[src/rtl/logic_op_fifo.sv]
// Operation-staging FIFO in front of the 32-bit logic unit: first-word-fall-through,
// zero-forced head when empty, sticky overflow on pushes attempted while full.
module logic_op_fifo #(
  parameter int WIDTH = 32,
  parameter int DEPTH = 4
) (
  input  logic                     clk,
  input  logic                     reset,
  input  logic                     flush,
  input  logic                     in_valid,
  output logic                     in_ready,
  input  logic [WIDTH-1:0]         in_a,
  input  logic [WIDTH-1:0]         in_b,
  input  logic [2:0]               in_sel,
  output logic                     out_valid,
  input  logic                     out_ready,
  output logic [WIDTH-1:0]         out_a,
  output logic [WIDTH-1:0]         out_b,
  output logic [2:0]               out_sel,
  output logic [$clog2(DEPTH):0]   count,
  output logic                     overflow
);
  localparam int AW = $clog2(DEPTH);
  localparam logic [AW:0] FULL_CNT = (AW+1)'(DEPTH);

  typedef struct packed {
    logic [2:0]       sel;
    logic [WIDTH-1:0] a;
    logic [WIDTH-1:0] b;
  } entry_t;

  entry_t        mem [DEPTH];
  entry_t        head;
  logic [AW-1:0] wr_ptr, rd_ptr;
  logic          full, empty, push, pop;

  assign full      = (count == FULL_CNT);
  assign empty     = (count == '0);
  assign in_ready  = !full;
  assign out_valid = !empty;
  assign push      = in_valid && !full;
  assign pop       = !empty && out_ready;

  always_ff @(posedge clk or posedge reset) begin
    if (reset) begin
      wr_ptr   <= '0;
      rd_ptr   <= '0;
      count    <= '0;
      overflow <= 1'b0;
    end else begin
      // A push attempt against a full FIFO is recorded even during flush.
      if (in_valid && full) overflow <= 1'b1;
      if (flush) begin
        wr_ptr <= '0;
        rd_ptr <= '0;
        count  <= '0;
      end else begin
        if (push) wr_ptr <= wr_ptr + 1'b1;
        if (pop)  rd_ptr <= rd_ptr + 1'b1;
        if (push && !pop)      count <= count + 1'b1;
        else if (pop && !push) count <= count - 1'b1;
      end
    end
  end

  // Storage carries no reset; stale contents are hidden by the empty-forcing below.
  always_ff @(posedge clk) begin
    if (push && !flush) mem[wr_ptr] <= '{sel: in_sel, a: in_a, b: in_b};
  end

  assign head    = mem[rd_ptr];
  assign out_a   = empty ? '0 : head.a;
  assign out_b   = empty ? '0 : head.b;
  assign out_sel = empty ? 3'b000 : head.sel;
endmodule

[config.mk]
export PLATFORM = sky130hd
export DESIGN_NAME = logic_op_fifo
export DESIGN_NICKNAME = d
export VERILOG_FILES = /design/src/rtl/logic_op_fifo.sv
export SDC_FILE = /design/constraint.sdc
export NUM_CORES = 1
export LEC_CHECK = 0
export CORE_AREA = 10 10 151 153
export CTS_CLUSTER_DIAMETER = 80
export CTS_CLUSTER_SIZE = 20
export DETAILED_ROUTE_END_ITERATION = 16
export DIE_AREA = 0 0 161 163
export GPL_TIMING_DRIVEN = 0
export PLACE_DENSITY = 0.79
export SETUP_SLACK_MARGIN = 0.5
export SLEW_MARGIN = 0
export SYNTH_ARGS = -nofsm -noshare
export SYNTH_HDL_FRONTEND = slang
export SYNTH_SLANG_ARGS = --single-unit
[constraint.sdc]
create_clock -name clk -period 7.1 [get_ports clk]
set_input_delay 1.775 -clock clk [delete_from_list [all_inputs] [get_ports clk]]
set_output_delay 1.775 -clock clk [all_outputs]
set_load 0.02 [all_outputs]
; ---- Yosys cells after proc, flatten, opt, wreduce, memory -nomap -nowiden
; Memory sizes are Yosys's and may differ from the RTL's.
; Index checks and enable logic that the tools add are counted.
[word_totals]
register_bits = 8
output_inout_bits = 73
wordCells = 37
mem_bits_rw = 268
memories = 1
[classes]
eq_ne = 1
n_addsub = 4
reduce_logical = 15
n_mux = 12
[memory_table]
columns = name, depth, width, read_ports, rd_clocked_by_memory_dff, wr, line
row1 = mem, 4, 67, 1, 0, 1, 32  ; entry_t mem [DEPTH];
[op_table]
columns = cell, count
row1 = two-way mux 32 bit, 2
row2 = two-way mux 3 bit, 4
row3 = two-way mux 2 bit, 4
row4 = logical AND 1 bit, 6
row5 = zero test 1 bit, 5
row6 = "adder 2 x 1 -> 2 bit, second input constant", 2
row7 = nonzero test 2 bit, 2
row8 = "adder 3 x 1 -> 3 bit, second input constant", 1
row9 = "equality test 3 bit, second input constant", 1
row10 = zero test 3 bit, 1
row11 = nonzero test 3 bit, 1
row12 = "subtractor 3 x 1 -> 3 bit, second input constant", 1
row13 = two-way mux 1 bit, 2

; ---- Depth between registers and ports, before layout
; Gate-level depths: netlist of run 1.
[logic_depth]
depth_word = 8
mapped_depth = 8

; ---- Worst setup path before layout of run 1
; No wires, ideal clock.
[synth_timing]
kind = in2reg
start = in in_valid
end = mem mem[0][0] (netlist bit), enable pin
slack_ps = 2805
arrival_time_ps = 3863
path_buffers = 1
path_stages = 4
required_time_ps = 6668
cell_sequence = buf_2 > inv_1 > nor3_1 > and2_1
[synth_via]
elab_chain_cells = 4
[synth_rtl]
columns = element, line
row1 = "start, declared", 10  ; input logic in_valid,
row2 = logical AND 1 bit, 41  ; assign push = in_valid && !full;
row3 = logical AND 1 bit, 68  ; if (push && !flush) mem[wr_ptr] <= '{sel: in_sel, a: in_a, b: in_b};
row4 = two-way mux 1 bit, 68
row5 = two-way mux 1 bit (not written as such), 68
row6 = "end, declared", 32
; Every way passes these cells.

; ---- Final worst setup path of run 1
[layout_timing]
start = reg count[0]
end = out out_b[0]
[layout_via]
elab_chain_cells = 2
[layout_rtl]
columns = element, line
row1 = "start, declared", 20  ; output logic [$clog2(DEPTH):0] count,
row2 = "start signal, assigned", 60  ; if (push && !pop) count <= count + 1'b1;
row3 = "start signal, assigned", 61  ; else if (pop && !push) count <= count - 1'b1;
row4 = zero test 3 bit, 38  ; assign empty = (count == '0);
row5 = two-way mux 32 bit, 73  ; assign out_b = empty ? '0 : head.b;
row6 = "end, declared", 18  ; output logic [WIDTH-1:0] out_b,
; Every way passes these cells.

==> results of run 1 <==
worst register-to-register path, delay by kind of cell, from the launching register on:
| kind | cells | cell delay, ps |
|---|---|---|
| adder cells (fa/ha/maj) | 1 | 430 |
| buffers and inverters | 2 | 390 |
| AND/OR/NAND/NOR | 3 | 1020 |
| flip-flops | 1 | 390 |
| AO/OA/AOI/OAI | 2 | 460 |
state kept, by name (all words and copies together) (netlist names):
name / flops
overflow: 1
count: 3
rd_ptr: 2
mem: 268
wr_ptr: 2
placed cells by master, fill, tap and decap left out, types with 2 or more instances in the layout:
cell type	instances
a21o_1	2
a21oi_1	2
and2_1	67
and2_4	4
buf_12	6
buf_2	12
clkbuf_1	22
clkbuf_16	17
clkdlybuf4s50_1	142
dfrtp_1	8
edfxtp_1	268
ha_1	4
inv_1	9
mux4_2	67
nand3_1	2
nor2_1	7
o21ai_0	3
o31ai_1	2
xor2_1	2
cell families (layout without fill, tap and decap cells):
group | count (synthesis) | after routing | synth area share (%)
adders and majority gates | 5 | 5 | 0.655
xor gates and xnor gates | 2 | 2 | 0.164
muxes | 69 | 69 | 14.3
AOI/OAI and AO/OA | 17 | 17 | 1.15
DFF | 276 | 276 | 77.0
buffers and inverters | 37 | 212 | 1.85
and+or+nand+nor | 85 | 85 | 4.85
path summary, 6_finish.rpt:
path / start / to / slack, ps / depth (start not counted)
worst max-delay path: count[0] / out_b[0] / 2450 / 6
worst min-delay path: overflow / overflow / 490 / 1
worst max register to register: count[1] / count[2] / 4300 / 8
worst min register to register: overflow / overflow / 490 / 1
max in group asynchronous: reset / rd_ptr[1] / 5310 / 2
min in group asynchronous: reset / rd_ptr[0] / 1540 / 2
where the power goes:
| group | switching (W) | leakage [nW] | internal (W) | total (W) |
|---|---|---|---|---|
| registers | 0.0000255 | 2.54 | 0.00188 | 0.00190 |
| logic | 0.000882 | 1.39 | 0.000858 | 0.00174 |
| clock network | 0.000476 | 0.237 | 0.000489 | 0.000965 |
| total | 0.00138 | 4.16 | 0.00322 | 0.00461 |
per-layer routing:
layer / global-route usage, % / wire, µm / up-vias
met4: 3.14 / 236 / 0
met3: 3.24 / 1320 / 20
met2: 28.0 / 11000 / 146
met5: 0 / 0 / -
met1: 20.1 / 8480 / 2721
li1: - / - / 2300
cell type report:
class / instances / area [µm²] / area share [%]
flip-flops and latches: 276 / 8250 / 63.2
multi-input cells: 178 / 2270 / 17.4
repair buffers: 146 / 1500 / 11.5
clock buffers: 28 / 467 / 3.58
well taps: 270 / 338 / 2.59
plain buffers: 28 / 164 / 1.26
inverters: 9 / 33.8 / 0.259
clock inverters: 1 / 30.0 / 0.230
metrics by stage:
stage	hold WS (ps)	instance area, µm²	setup slack (ps)	util, %
5_1_grt	498	13100	2250	65.6
3_3_place_gp	447	12500	1040	62.6
3_5_place_dp	463	12600	2770	63.1
4_1_cts	486	13100	2380	65.6
6_report	491	13100	2450	65.6
2_1_floorplan	557	10700	2800	-
==> impl_metrics.yaml, run 1 <==
timing:
  rsz0062_at_grt: "false"
  fmax_ghz: 0.215
  max_slew_margin_pct: 55.5
  finalSetupViolCount: 0
  tns_ps: 0
  drv_slew: 0
  post-route-min-period_ps: 4650
  worst_pin_slew_ps: 668
  hold_viol: 0
  skew_ps: 13.3
  finalCritPeriodShare_pct: 65.4
hold_path:
  hp-class: "reg2reg"
placed_design:
  dp_cells: 907
  dpl.hpwl_mm: 13.8
  io_buffers: 142
  gp_congestion: 0.803
synthesis:
  avgSynthCellArea_um2: 21.8
  yosys.area.top_type_share_pct: 75.2
  ys_async_sr_fraction_pct: 2.90
  synth_seq_cells: 276
  synth.area.top_cells: "edfxtp_1 75%, mux4_2 14%, and2_1 4.1%, dfrtp_1 1.9%, buf_2 0.56%"
  netlist-cell-type-count: 35
  syn-num-nets: 568
  synthFlopType: "edfxtp_1"
  syn_inst: 491
  yosys-top-cells-count: "268 x edfxtp_1, 71 x and2_1, 67 x mux4_2, 12 x buf_2, 11 x clkbuf_1"
  synth-edff-count: 268
  post-synth-top-count-cell: "edfxtp_1"
  syn_area_um2: 10700
  yosysSeqAreaShare_pct: 77.0
  yosys_warnings: 0
  synth.largest_area_cell: "edfxtp_1"
layout:
  n_antenna_cell: 0
  nets: 733
  area_growth_pct: 21.9
  fill_cells: 1350
  fin_cells: 936
  drive_gt1_share_pct: 16.8
floorplan:
  rows: 52
  die_h_um: 163
  die_area_um2: 26200
  coreArea_um2: 19900
  ios: 145
  initial_core_util_pct: 53.8
  chipWidth_um: 161
critical_path:
  cp.required_ps: 5330
  cp-end-kind: "output port"
  slowest_delay_ps: 620
  worstPathCellList: "buf_2 -> or3_4 -> clkbuf_1 -> clkbuf_1 -> and2_1 -> clkdlybuf4s50_1"
  critPathLaunchType: "register"
  cp_slowest_cell: "clkdlybuf4s50_1"
  critPathTopFamily: "buffers and inverters"
  crit_arrival_ps: 2870
  path_buf_inv: 4
  crit_top_cell: "clkbuf_1"
  crit_path_max_fanout: 10
  path_class: "reg2out"
global_route:
  antenna_found_initial: 0
  grt_pass1_vias: 5834
  overflow: 0
  grt_max_degree: 38
  grt_pass1_wl_mm: 32.8
  grt_use_total_pct: 15.9
job:
  cap_violations: 0
detailed_routing:
  dr_total_vias: 5187
  drtIter0Drc: 364
  routedWlPerCell_um: 22.4
  finalWirelength_mm: 21.0
  drtAntennaViolNets: 0
  drtPass1Iterations: 5
  drc_errors: 0
  viasPerCell: 5.54
cts:
  cts_tree: "built"
  cts-root-buf: "clkbuf_16"
  htree_levels: 1
  cts_resized: 0
  clk_pin_slew_ps: 80
  postCtsHoldBufs: 0
  cts.sinks: 276
  clock_latency_ps: 480
  numCtsBuffers: 17
  clock_path_buffers: 3
  postCtsSetupBuffers: 0
pwr:
  vdd_drop_max_mv: 0.256
  total_power_w: 0.00461
  power.density_nw_per_um2: 353
  leakage_nw: 4.16
run_status:
  status: "completed"
(Power assumes the default switching activity.)
==> run 2, diff against run 1 <==
Settings changed: CORE_AREA 10 10 151 153 to 10 10 159 161, DIE_AREA 0 0 161 163 to 0 0 169 171, PLACE_DENSITY 0.79 to 0.75.
Clock period 7.1 ns to 3.76 ns, I/O delays scaled along.
==> run 2 against run 1 <==
Clock skew shrank 2.9 ps; combinational power grew 82%; sequential cell count is the same; critical path depth is the same; global-route usage shrank 1.3 points; final cell count grew 2.4%; clock power grew 89%.
==> impl_metrics.yaml, run 2 (synthesized netlist as in run 1, its figures left out) <==
timing:
  finalCritPeriodShare_pct: 86.5
  timing.hold.ws_ps: 497
  rsz0062_at_grt: "true"
  drv_slew: 0
  hold_viol: 0
  finalSetupViolCount: 0
  post-route-min-period_ps: 3250
  skew_ps: 10.4
  max_slew_margin_pct: 68.8
  fmax_ghz: 0.307
  setup_ws_ps: 508
  worst_pin_slew_ps: 464
layout:
  final_common_cell: "edfxtp_1"
  area_growth_pct: 22.8
  fin_cells: 958
  layout_common_cells: "268 x edfxtp_1, 74 x clkdlybuf4s50_1, 67 x mux4_2, 67 x and2_1, 39 x dlygate4sd2_1"
  final_cell_area_um2: 13100
  fill_cells: 1633
  drive_gt1_share_pct: 22.6
  top_register: "mem"
  largest_reg_flops: 268
  nets: 739
  largestRegisters: "mem (268), count (3)"
pwr:
  leakage_nw: 4.43
  clockPowerShare_pct: 21.3
  p_switching_w: 0.00263
  internal_power_w: 0.00595
  sw_frac_of_total_pct: 30.6
  power_frac_seq_pct: 41.8
  comb_power_share_pct: 36.9
  vdd_drop_max_mv: 0.479
  power.density_nw_per_um2: 653
global_route:
  grt_use_total_pct: 14.6
  antenna_found_initial: 1
  overflow: 0
  grt_pass1_vias: 5674
  grt_max_degree: 48
  grt_pass1_wl_mm: 32.9
critical_path:
  path_class: "reg2out"
  crit_arrival_ps: 2310
  critPathLaunchType: "register"
  ff2ff_setup_slack_ps: 1300
  critPathTopFamily: "buffers and inverters"
  slowest_delay_ps: 430
  crit_path_max_fanout: 10
  worstPathCellList: "buf_2 -> or3_4 -> buf_12 -> clkbuf_2 -> and2_1 -> dlygate4sd2_1"
  path_buf_inv: 4
  cp.required_ps: 2820
  cp_slowest_cell: "or3_4"
  cp-end-kind: "output port"
cts:
  clock_latency_ps: 480
  clk_pin_slew_ps: 80
  htree_levels: 1
  cts.sinks: 276
  postCtsHoldBufs: 0
  cts-root-buf: "clkbuf_16"
  numCtsBuffers: 17
  clock_path_buffers: 3
  cts_tree: "built"
placed_design:
  gp_congestion: 0.765
  io_buffers: 142
  dpl.hpwl_mm: 14.0
  dp_cells: 922
  placed_area_um2: 12600
  dp_slack_ps: 460
floorplan:
  rows: 55
  chipWidth_um: 169
  ios: 145
  die_h_um: 171
  coreArea_um2: 22200
  die_area_um2: 28900
  initial_core_util_pct: 48.2
detailed_routing:
  drc_errors: 0
  viasPerCell: 5.37
  dr_total_vias: 5146
  drtIter0Drc: 333
  finalWirelength_mm: 21.4
  routedWlPerCell_um: 22.3
  drtPass1Iterations: 5
  drtAntennaViolNets: 0
run_status:
  status: "completed"
job:
  cap_violations: 0
hold_path:
  hp-class: "reg2reg"
==> run 2: final cells by class <==
class	count	area [µm²]	share of cell area (%)
antenna	1	2.50	0.0190
buffer	28	231	1.76
clock buffer	28	467	3.55
clock inverter	1	30.0	0.228
inverter	9	33.8	0.257
multi-input combinational	178	2270	17.3
sequential	276	8250	62.7
tap	285	357	2.71
timing repair buffer	152	1500	11.4
==> run 2: through the flow <==
step	total power, W	setup TNS, ps	util [%]
final	0.00858	0	59.1
after global routing	0.00902	0	59.1
after CTS	0.00868	0	59.0
after detailed placement	0.00703	0	56.7
after global placement	0.00696	-47520	56.2
after floorplan	0.00557	0	-
==> run 2: what timing repair did <==
action / CTS / global route
gates resized for setup: 129 / 19
setup buffers: 0 / 6
pin swaps: 1 / 1
endpoints found under the setup margin: 69 / 31
==> run 2: power groups by stage <==
stage | Sequential (W) | Clock [W] | Combinational [W]
floorplan | 0.00367 | 0 | 0.00190
global placement | 0.00366 | 0 | 0.00330
detailed placement | 0.00366 | 0 | 0.00336
CTS | 0.00359 | 0.00189 | 0.00320
global route | 0.00361 | 0.00200 | 0.00341
finish | 0.00359 | 0.00182 | 0.00317
==> run 2: path summary, 6_finish.rpt <==
check | startpoint | endpoint | depth (start not counted)
max reg2reg | count[1] | count[2] | 8
min | overflow | overflow | 1
min in group asynchronous | reset | rd_ptr[0] | 2
max | count[1] | out_a[16] | 6
max in group asynchronous | reset | wr_ptr[0] | 2
min reg2reg | overflow | overflow | 1
==> run 2: metal layers <==
metal | global-route usage, % | wire length (µm) | vias to the layer above
li1 | - | - | 2319
met1 | 18.8 | 8740 | 2665
met2 | 24.9 | 11000 | 141
met3 | 3.28 | 1400 | 21
met4 | 3.15 | 243 | 0
met5 | 0 | 0 | -
==> patch: new RTL, settings of run 2 <==
`DEPTH`: 4 -> 2.
--- a/src/rtl/logic_op_fifo.sv
+++ b/src/rtl/logic_op_fifo.sv
@@ -4,3 +4,3 @@
   parameter int WIDTH = 32,
-  parameter int DEPTH = 4
+  parameter int DEPTH = 2
 ) (
Interface: changed (resized count); port bits go from 145 to 144. The function was not compared with the original's and may differ.
==> patch against run 2 <==
  * First-iteration DRC count is 62% lower
  * Worst setup slack improved by 0.13 ns
  * Cell area down 39%
  * Clock skew is 0.0050 ns lower
  * Synthesized cell count fell by 36%
  * Die area unchanged
  * Power is 53% lower
  * Synthesized area shrank 50%
  * Wire length down 37%
  * Global-route usage shrank 5.4 points
  * Sequential cell count shrank 137
  * Worst hold slack worse by 0.042 ns
  * Fmax is 4.3% higher
  * Critical endpoint is now out_a[0]
==> patch: results (changes against run 2) <==
INFO  pwr            p_total=4055uW [was 8584 uW]
INFO  clock_tree     clock_latency=0.41ns [was 0.48 ns]
INFO  sta            worst_clock_skew=0.005399ns [was 0.01039 ns]
INFO  drt            drt_pre_antenna_iters=4 [was 5]
INFO  drt            routed_via_density=3.973 [was 5.372]
INFO  place          port_buffers=143 [was 142]
INFO  final_layout   nNetsFinal=558 [was 739]
INFO  final_layout   largest_registers=mem x134, count x2 [was mem x268, count x3]
INFO  yosys          synth.area.top_cells=edfxtp_1 (76%), mux2i_1 (13%), nor2_1 (4.8%) [was edfxtp_1 (75%), mux4_2 (14%), and2_1 (4.1%)]
INFO  global_routing grt_pass1_wl=19910um [was 32850 um]
INFO  critical_path  regToRegEndpoint=mem[0][25] [was count[2]]
INFO  yosys          synthArstFlopShare=3.597% [was 2.899%]
INFO  yosys          synthesized_area_divided_by_synthesized_cell_count=16.99squm [was 21.80 sq um]
INFO  yosys          synth_sequential_area_ratio=78.01% [was 77.05%]
INFO  yosys          synth_top_cells_by_count=edfxtp_1 (134), mux2i_1 (68), nor2_1 (68) [was edfxtp_1 (268), and2_1 (71), mux4_2 (67)]
INFO  global_routing grtUsageTotal=9.200% [was 14.59%]
INFO  yosys          postSynthNetCount=385 [was 568]
INFO  final_layout   drive_gt1_share=11.62% [was 22.62%]
INFO  global_routing grt_pass1_vias=3452 [was 5674]
INFO  place          placement.cell_area=7327squm [was 12600 sq um]
INFO  final_layout   instances_no_fill=785 [was 958]
INFO  place          place_hpwl=9770um [was 13960 um]
INFO  yosys          post_synthesis_cell_type_count=24 [was 35]
INFO  place          routability_congestion=0.7226 [was 0.7647]
INFO  global_routing largest_net_degree_at_the_start_of_global_routing=19 [was 48]
INFO  clock_tree     cts.path.max_buffers=2 [was 3]
INFO  clock_tree     clock_pin_slew_worst_setup_and_hold_paths=0.06ns [was 0.08 ns]
INFO  drt            drt-wirelength-per-cell=17.11um [was 22.30 um]
INFO  yosys          synth_enable_flop_cells=134 [was 268]
INFO  place          numPlacedInstances=750 [was 922]
INFO  pwr            ir_drop=261.3uV [was 479.0 uV]
INFO  critical_path  rr_startpoint=count[1] [unchanged]
INFO  clock_tree     cts_max_level=4 [was 1]
INFO  sta            hold_ws=0.4554ns [was 0.4970 ns]
INFO  critical_path  reg2reg_slack=1.49ns [was 1.30 ns]
INFO  critical_path  critical_path_arrival=2.18ns [was 2.31 ns]
INFO  final_layout   fillCellCount=2140 [was 1633]
INFO  status         result_of_the_run=finished clean [unchanged]
==> patch: cell count changes in the layout (fill, tap and decap cells not counted), moves of 16 or more <==
cell,change
mux4_2,-67
clkbuf_2,-16
edfxtp_1,-134
dlygate4sd2_1,-39
nor2_1,+61
clkdlybuf4s50_1,+69
mux2i_1,+67
and2_1,-67
==> patch: cell families after synthesis <==
family          share of synthesized area, %
compound gates                        0.9880
xor+xnor                              0.1647
buf+inv                                2.140
flops                                  78.01
mux                                    12.80
simple gates                           5.904
==> patch: critical path, cell delays in order, from the launching register on <==
cell             delay [ns]
dfrtp_1                0.52
nor2_4                 0.11
buf_4                  0.14
clkbuf_2               0.21
nor2_1                 0.17
clkdlybuf4s50_1        0.62
==> patch: layout make-up <==
cell class	instances	area share, %
flip-flops and latches	139	52.06
repair buffers	154	20.63
well taps	285	4.474
clock inverters	13	2.198
clock buffers	19	5.432
inverters	4	0.1884
plain buffers	15	1.397
diodes	1	0.03140
multi-input cells	155	13.59
==> patch: routing by layer <==
| layer | track usage, % | wire, um | vias up |
|---|---|---|---|
| met5 | 0 | 0 | - |
| met4 | 3.227 | 188 | 0 |
| met3 | 3.716 | 809 | 11 |
| met2 | 16.40 | 7274 | 67 |
| met1 | 9.587 | 5160 | 1534 |
| li1 | - | - | 1507 |
==> patch: worst max-delay path by stage <==
stage	cells after the start	slack, ns	from	endpoint
6_report	5	0.64	count[0]	out_a[0]
5_1_grt	5	0.48	count[0]	out_a[4]
4_1_cts	4	0.56	count[1]	out_b[23]
3_5_place_dp	5	0.61	in_valid	mem[0][40]
3_3_place_gp	3	-1.41	in_valid	mem[1][45]
2_1_floorplan	2	0.49	in_valid	mem[1][0]
==> patch: report_power, final <==
| group | total, uW | internal (uW) | switching [uW] |
|---|---|---|---|
| Combinational | 558 | 276 | 282 |
| Clock | 1710 | 1100 | 610 |
| Sequential | 1780 | 1770 | 17.4 |
==> patch: timing repair <==
action	in CTS	in global routing
hold buffers	0	0
pin swaps	0	1
buffers inserted	0	2
setup endpoints to repair	54	21
gates resized for setup	6	2
==> patch: per-stage QoR <==
step,utilization [%],worst slack (ns)
3_5_place_dp,32.96,0.6138
6_report,35.86,0.6411
4_1_cts,35.76,0.5564
5_1_grt,35.85,0.4780
3_3_place_gp,32.07,-1.407
2_1_floorplan,-,0.4910
